`config.mk`:
```
export PLATFORM = sky130hd
export DESIGN_NAME = coin_feeder
export DESIGN_NICKNAME = d
export VERILOG_FILES = /design/src/rtl/coin_feeder.sv
export SDC_FILE = /design/constraint.sdc
export NUM_CORES = 1
export LEC_CHECK = 0
export CAP_MARGIN = 25
export CORE_ASPECT_RATIO = 1.4
export CORE_UTILIZATION = 60
export CTS_CLUSTER_DIAMETER = 80
export DETAILED_ROUTE_END_ITERATION = 8
export PLACE_DENSITY = 0.82
export SKIP_LAST_GASP = 1
export SLEW_MARGIN = 30
export SYNTH_ARGS = -nofsm -noshare
export SYNTH_HDL_FRONTEND = slang
export SYNTH_HIERARCHICAL = 1
export SYNTH_SLANG_ARGS = --single-unit
```
`constraint.sdc`:
```
create_clock -name clk -period 3.7 [get_ports clk]
set_input_delay 0.555 -clock clk [delete_from_list [all_inputs] [get_ports clk]]
set_output_delay 0.555 -clock clk [all_outputs]
set_load 0.02 [all_outputs]
```
`src/rtl/coin_feeder.sv`:
```
// Coin-acceptor front end: debounces three coin sensors, converts each accepted
// coin into 5-cent credit units and replays them downstream as coin=5 pulses.

module coin_channel #(
   parameter int DEBOUNCE_CYCLES = 4
) (
   input  logic clk,
   input  logic rst,
   input  logic sense,
   output logic evt
);

   typedef enum logic [1:0] {ARMED_LOW, QUAL_HIGH, LATCHED_HIGH, QUAL_LOW} ch_state_t;

   localparam logic [3:0] DBC = 4'(DEBOUNCE_CYCLES);

   ch_state_t  state, state_n;
   logic [3:0] cnt, cnt_n;
   logic       evt_n;

   always_ff @(posedge clk) begin
      if (rst) begin
         state <= ARMED_LOW;
         cnt   <= 4'd0;
         evt   <= 1'b0;
      end else begin
         state <= state_n;
         cnt   <= cnt_n;
         evt   <= evt_n;
      end
   end

   always_comb begin
      state_n = state;
      cnt_n   = cnt;
      evt_n   = 1'b0;
      case (state)
         ARMED_LOW: begin
            if (sense) begin
               if (DBC == 4'd1) begin
                  state_n = LATCHED_HIGH;
                  cnt_n   = 4'd0;
                  evt_n   = 1'b1;
               end else begin
                  state_n = QUAL_HIGH;
                  cnt_n   = 4'd1;
               end
            end
         end
         QUAL_HIGH: begin
            if (!sense) begin
               state_n = ARMED_LOW;
               cnt_n   = 4'd0;
            end else if (cnt + 4'd1 == DBC) begin
               state_n = LATCHED_HIGH;
               cnt_n   = 4'd0;
               evt_n   = 1'b1;
            end else begin
               cnt_n = cnt + 4'd1;
            end
         end
         LATCHED_HIGH: begin
            // A held-high sensor stays here: one event per insertion.
            if (!sense) begin
               if (DBC == 4'd1) begin
                  state_n = ARMED_LOW;
                  cnt_n   = 4'd0;
               end else begin
                  state_n = QUAL_LOW;
                  cnt_n   = 4'd1;
               end
            end
         end
         QUAL_LOW: begin
            if (sense) begin
               state_n = LATCHED_HIGH;
               cnt_n   = 4'd0;
            end else if (cnt + 4'd1 == DBC) begin
               state_n = ARMED_LOW;
               cnt_n   = 4'd0;
            end else begin
               cnt_n = cnt + 4'd1;
            end
         end
         default: begin
            state_n = ARMED_LOW;
            cnt_n   = 4'd0;
         end
      endcase
   end

endmodule

module coin_feeder #(
   parameter int DEBOUNCE_CYCLES = 4,
   parameter int MAX_CREDIT      = 15,
   parameter int PULSE_GAP       = 0
) (
   input  logic       clk,
   input  logic       rst,
   input  logic       sense_nickel,
   input  logic       sense_dime,
   input  logic       sense_quarter,
   output logic [4:0] coin,
   output logic       reject,
   output logic [4:0] pending,
   output logic       busy
);

   typedef enum logic [1:0] {IDLE, EMIT, GAP} em_state_t;

   localparam logic [2:0] GAP_LAST = (PULSE_GAP > 0) ? 3'(PULSE_GAP - 1) : 3'd0;
   localparam logic [5:0] MAX_C    = 6'(MAX_CREDIT);

   logic [2:0] sense, evt;
   assign sense = {sense_quarter, sense_dime, sense_nickel};

   for (genvar g = 0; g < 3; g++) begin : g_ch
      coin_channel #(.DEBOUNCE_CYCLES(DEBOUNCE_CYCLES)) u_ch (
         .clk   (clk),
         .rst   (rst),
         .sense (sense[g]),
         .evt   (evt[g])
      );
   end

   em_state_t  em_state, em_n;
   logic [2:0] gcnt, gcnt_n;
   logic [4:0] units, base, pend_n;
   logic [5:0] sum;
   logic       multi, rej_n;

   always_comb begin
      units = 5'd0;
      case (evt)
         3'b001:  units = 5'd1;
         3'b010:  units = 5'd2;
         3'b100:  units = 5'd5;
         default: units = 5'd0;
      endcase
      multi = (evt[0] & evt[1]) | (evt[0] & evt[2]) | (evt[1] & evt[2]);

      // EMIT is only ever entered with pending>0, so base cannot underflow.
      base   = pending - {4'd0, (em_state == EMIT)};
      sum    = {1'b0, base} + {1'b0, units};
      rej_n  = 1'b0;
      pend_n = base;
      if (evt != 3'b000) begin
         if (multi || sum > MAX_C) rej_n = 1'b1;
         else                      pend_n = sum[4:0];
      end

      em_n   = em_state;
      gcnt_n = gcnt;
      case (em_state)
         IDLE: if (pending != 5'd0) em_n = EMIT;
         EMIT: begin
            if (PULSE_GAP > 0) begin
               em_n   = GAP;
               gcnt_n = 3'd0;
            end else begin
               em_n = (pend_n != 5'd0) ? EMIT : IDLE;
            end
         end
         GAP: begin
            if (gcnt == GAP_LAST) begin
               em_n   = (pending != 5'd0) ? EMIT : IDLE;
               gcnt_n = 3'd0;
            end else begin
               gcnt_n = gcnt + 3'd1;
            end
         end
         default: em_n = IDLE;
      endcase
   end

   always_ff @(posedge clk) begin
      if (rst) begin
         em_state <= IDLE;
         gcnt     <= 3'd0;
         coin     <= 5'd0;
         reject   <= 1'b0;
         pending  <= 5'd0;
         busy     <= 1'b0;
      end else begin
         em_state <= em_n;
         gcnt     <= gcnt_n;
         coin     <= (em_n == EMIT) ? 5'd5 : 5'd0;
         reject   <= rej_n;
         pending  <= pend_n;
         busy     <= (pend_n != 5'd0) || (em_n != IDLE);
      end
   end

endmodule

```
* Yosys cells after proc, flatten, opt, wreduce, memory -nomap -nowiden
Cells that the tools add are included.
Storage, ports and cells: register bits 38, bits of input ports 5, output and inout bits 12, logic and storage cells 138
Operators by class: add/sub/neg operators 6, $lt $le $gt $ge 1, equal/unequal tests 30, multiplexer cells 53, bitwise logic cells 12, reductions and logical operators 21
Operators by type and width (count):
- 2-to-1 mux 4 bit | 15
- one-hot mux 4 bit (4 select lines) | 3
- 2-to-1 mux 2 bit | 20
- one-hot mux 2 bit (4 select lines) | 3
- inequality test 3 x 2 -> 1 bit (second input constant) | 6
- equality test 2 bit (second input constant) | 7
- adder 4 x 1 -> 4 bit (second input constant) | 3
- equality test 4 x 3 -> 1 bit (second input constant) | 3
- inequality test 2 bit (second input constant) | 6
- AND reduction 4 bit | 3
- equality test 2 x 1 -> 1 bit (second input constant) | 5
- 2-to-1 mux 5 bit | 2
- nonzero test 5 bit | 2
- one-hot mux 3 bit (3 select lines) | 1
- OR reduction 3 bit | 3
- logical NOT 2 bit | 4
- NOT 1 bit | 7
- adder 5 x 5 -> 6 bit | 1
- greater-than comparator 6 x 4 -> 1 bit (second input constant) | 1
- 2-to-1 mux 1 bit | 6
- 2-to-1 mux 3 bit | 2
- one-hot mux 2 bit (3 select lines) | 1
- AND reduction 2 bit | 3
- subtractor 5 x 1 -> 5 bit | 1
- other kinds (11) | 15

* Depth between registers and ports, before layout
word-level depth 12, gate-level depth with buffers 11, mapped depth without buffers 11

* Cells and area by module
The synthesis kept the hierarchy.
By module, submodules not included:
- coin_channel | times used 3, cells each 38, area each 354.1 µm², sequential area each 140.1 µm²
- coin_feeder | times used 1, cells each 110, area each 934.6 µm², sequential area each 260.2 µm²

* Least setup slack after synthesis
Ideal clock, no wire load.
path kind register to register, from reg pending[0], to reg coin[0], library setup time 0.120 ns, data arrival time 2.283 ns, data required time 3.580 ns, setup slack 1.296 ns, stages on the path, launching flop included 12, path buffers 0, period minus slack after synthesis 2.404 ns, path through dfxtp_1 inv_1 ha_1 ha_1 inv_1 fa_1 xor2_1 nor3_1 and2_1 mux2i_1 a211oi_2 nor2_1
On the way: longest elaborated chain between the ends 11, elaborated cells on any way between the ends 15, those cells by class add/sub: 2; order compare: 1; eq/ne: 1; mux: 8; reduce/logical: 3
RTL lines:
- from (decl) | RTL line 106 | output logic [4:0] pending,
- from (signal assigned) | RTL line 190 | pending <= pend_n;
- subtractor 5 x 1 -> 5 bit | RTL line 144 | base = pending - {4'd0, (em_state == EMIT)};
- adder 5 x 5 -> 6 bit | RTL line 145 | sum = {1'b0, base} + {1'b0, units};
- greater-than comparator 6 x 4 -> 1 bit | RTL line 149 | if (multi || sum > MAX_C) rej_n = 1'b1;
- logical OR 1 bit | RTL line 149
- 2-to-1 mux 5 bit | RTL line 149
- 2-to-1 mux 5 bit | RTL line 148 | if (evt != 3'b000) begin
- nonzero test 5 bit | RTL line 162 | em_n = (pend_n != 5'd0) ? EMIT : IDLE;
- 2-to-1 mux 1 bit | RTL line 162
- one-hot mux 2 bit (3 select lines) (*) | RTL line 155 | case (em_state)
- equality test 2 x 1 -> 1 bit (*) | RTL line 188 | coin <= (em_n == EMIT) ? 5'd5 : 5'd0;
- 2-to-1 mux 3 bit (*) | RTL line 188
- to (signal assigned) | RTL line 188
- to (decl) | RTL line 104 | output logic [4:0] coin,
Mark *: on every way between the ends. The rest lies on a longest branch, timed or not. A chain may end at the register's enable or synchronous reset.

* Worst setup path after layout
from reg em_state[0], to reg pending[2]
On the way: longest elaborated chain between the ends 7
RTL lines:
- from (decl) | RTL line 127 | em_state_t em_state, em_n;
- from (signal assigned) | RTL line 186 | em_state <= em_n;
- equality test 2 x 1 -> 1 bit (*) | RTL line 144
- subtractor 5 x 1 -> 5 bit (*) | RTL line 144
- adder 5 x 5 -> 6 bit | RTL line 145
- greater-than comparator 6 x 4 -> 1 bit | RTL line 149
- logical OR 1 bit | RTL line 149
- 2-to-1 mux 5 bit | RTL line 149
- 2-to-1 mux 5 bit (*) | RTL line 148
Marks and branches as above.

==> metrics <==
Final Hold Fails 0; worst endpoint data arrival time 2.80 ns; design area 0.002222 mm2; Cell Area, Placed around 0.0021 mm2; Least-Margin Pin Slew 0.5591 ns; drt first pass iters 4; Setup CP Type reg -> reg; Clock Latency Late Sink 0.28 ns; Worst path slowest cell dfxtp_1; status complete, no violations; peak supply drop 0.3889 mV; Max-Cap Viols 0; post-synthesis register bit count 34; Yosys warnings 6; die footprint 0.003566 mm2; Worst Setup Slack, final 1.051 ns; CTS tree built; Crit path largest cell delay 0.37 ns; FFs w/ async S/R, synth 0%; die height 70.26 um; first-pass GRT wire length around 6.3 mm; initial antenna violation count 0; die width between 50 and 60 um; CTS resizes 0; drt wl/cell 12.61 um; Final min period 2.649 ns; gr usage total 23.34%; H-tree depth 2; Netlist cell types around 40; CP Capture Type flip-flop; CP required 3.86 ns; delay-heaviest family, CP simple AND/OR/NAND/NOR gates; commonest non-fill, non-tap cell in the layout dfxtp_1; R2R cell count 11; Hold Path End gcnt[2]; DRT antenna net count 0; Bufs on Longest Clock Path 2; worst hold start gcnt[2]; RSZ-0062 raised after global routing false; hold path depth 2; met1 global-route usage between 20% and 30%; Final setup viols 0; WHS 0.4659 ns; Netlist Area Pre-Place 0.001997 mm2; commonest cells after routing, fill and taps aside dfxtp_1, nand2_1, nor2_1; RR Endpoint pending[2]; global route total overflow 0; top post-synthesis cells by area dfxtp_1, ha_1, nand2_1, nor2_1, xor2_2; busiest grt layer met2; Peak Freq 377.5 MHz; clk slew on worst S/H paths 0.07 ns; Yosys top cell by area dfxtp_1; vias per cell 5.756; Place WS 1.080 ns; CP startpoint kind flip-flop; r2r setup slk between 1 and 1.5 ns; DP HPWL 2.642 mm; Post-Syn Area per Cell between 8 and 9 um2; clk root buf clkbuf_8; sequential share of the synthesized area 34.09%; pwr dens between 500 and 600 mW/mm2; Starting Density 63.33%; vias 1606; IO buf count 13; Top cell by count, worst path ha_1; post-synth top area share 34.09%; Setup Skew 0.006107 ns; vias in the first global route ~1600; met2 Usage GRT 41.78%; share of post-route cells with drive strength above 1 12.92%; core area 0.003153 mm2; Synth Flop Type dfxtp_1; Final period util 71.60%; 1st-iter DRT viols 39; RR Startpoint em_state[0]; Pleak 0.8977 nW; EDFF count, synth 0; Num CTS Buffers 5; Buf+Inv Stages, Crit Path 1; setup bufs post-CTS 0; largest net degree at the start of global routing 33; GP Congestion 0.8800; P&R area growth vs syn 11.28%; Antenna Cells 0; hold-fix buffers at CTS 0; # clock sinks 34; Final #Nets 258; Setup TNS 0 ns; total power between 1 and 1.5 mW; slew margin rel. 62.73%; Hold WC Path Type reg -> reg; DRC viols 0; row count 24; crit-path cells nor2b_1 > ha_1 > ha_1 > inv_1 > ha_1 > a21o_1 > nor3_1 > nand3_1 > a21oi_2 > mux2i_1 > nor2_1; critical path fanouts, max 5; # IOs 17; grt met3 use 5.229%; Pins Over Slew Limit 0; gate count after technology mapping 224; total wire length 3.518 mm
-- cell families after synthesis --
kind of cell / Yosys count / synth area share (%)
other: 1 / 0.1878
AOI/OAI and AO/OA: 40 / 14.47
buffers and inverters: 17 / 4.261
and+or+nand+nor: 99 / 27.38
adders and majority gates: 14 / 9.148
xor gates and xnor gates: 13 / 7.206
muxes: 6 / 3.258
DFF: 34 / 34.09
-- how the worst max path moves through the flow --
| stage | end | cells past startpoint | start |
|---|---|---|---|
| 2_1_floorplan | coin[0] | 11 | pending[0] |
| 3_3_place_gp | pending[2] | 11 | em_state[0] |
| 3_5_place_dp | pending[2] | 11 | em_state[0] |
| 4_1_cts | pending[2] | 11 | em_state[0] |
| 5_1_grt | coin[0] | 11 | em_state[0] |
| 6_report | pending[2] | 11 | em_state[0] |
-- cells in the mapped netlist, types with 6 or more instances --
master / count
dfxtp_1: 34
a21oi_1: 8
a22oi_1: 6
nor2_1: 19
nand2b_1: 10
nor3b_1: 6
nor3_1: 12
ha_1: 13
a31oi_1: 6
nand3_1: 8
nand2_1: 20
xor2_1: 7
inv_1: 10
-- where the power goes --
| part | switching (mW) | internal, mW |
|---|---|---|
| clock | 0.127 | 0.150 |
| sequential | 0.0471 | 0.409 |
| combinational | 0.292 | 0.240 |
| total | 0.466 | 0.799 |
-- registers in the layout, summed over array words and instances (netlist names), named ones only --
name,flops
g_ch.u_ch/state,3
gcnt,3
reject,1
g_ch.u_ch/evt,3
g_ch.u_ch/cnt,12
em_state,2
coin,1
pending,5
busy,1
-- tightest hold or removal path, stage by stage (launching register included) --
cell and delay [ns]:
dfxtp_1 0.32, nand2_1 0.05, a21oi_1 0.05
-- final cells by class --
type / count / area [um2]
Clock inverter: 1 / 5.005
Tap cell: 39 / 48.80
Clock buffer: 7 / 86.33
Sequential cell: 34 / 680.7
Fill cell: 267 / 930.9
Inverter: 10 / 37.54
Multi-Input combinational cell: 175 / 1239
Timing Repair Buffer: 13 / 125.1
-- routing by layer --
| metal | vias up | part of all wire (%) |
|---|---|---|
| met5 | - | 0 |
| met4 | 0 | 1.9 |
| met3 | 6 | 2.6 |
| met2 | 29 | 53 |
| met1 | 763 | 42 |
| li1 | 808 | - |
-- through the flow --
stage,utilization [%],instances
2_1_floorplan,-,226
3_3_place_gp,67.74,271
3_5_place_dp,67.58,271
4_1_cts,70.48,279
5_1_grt,70.48,279
6_report,70.48,279
Note: power is estimated with default switching activity, not from simulation.
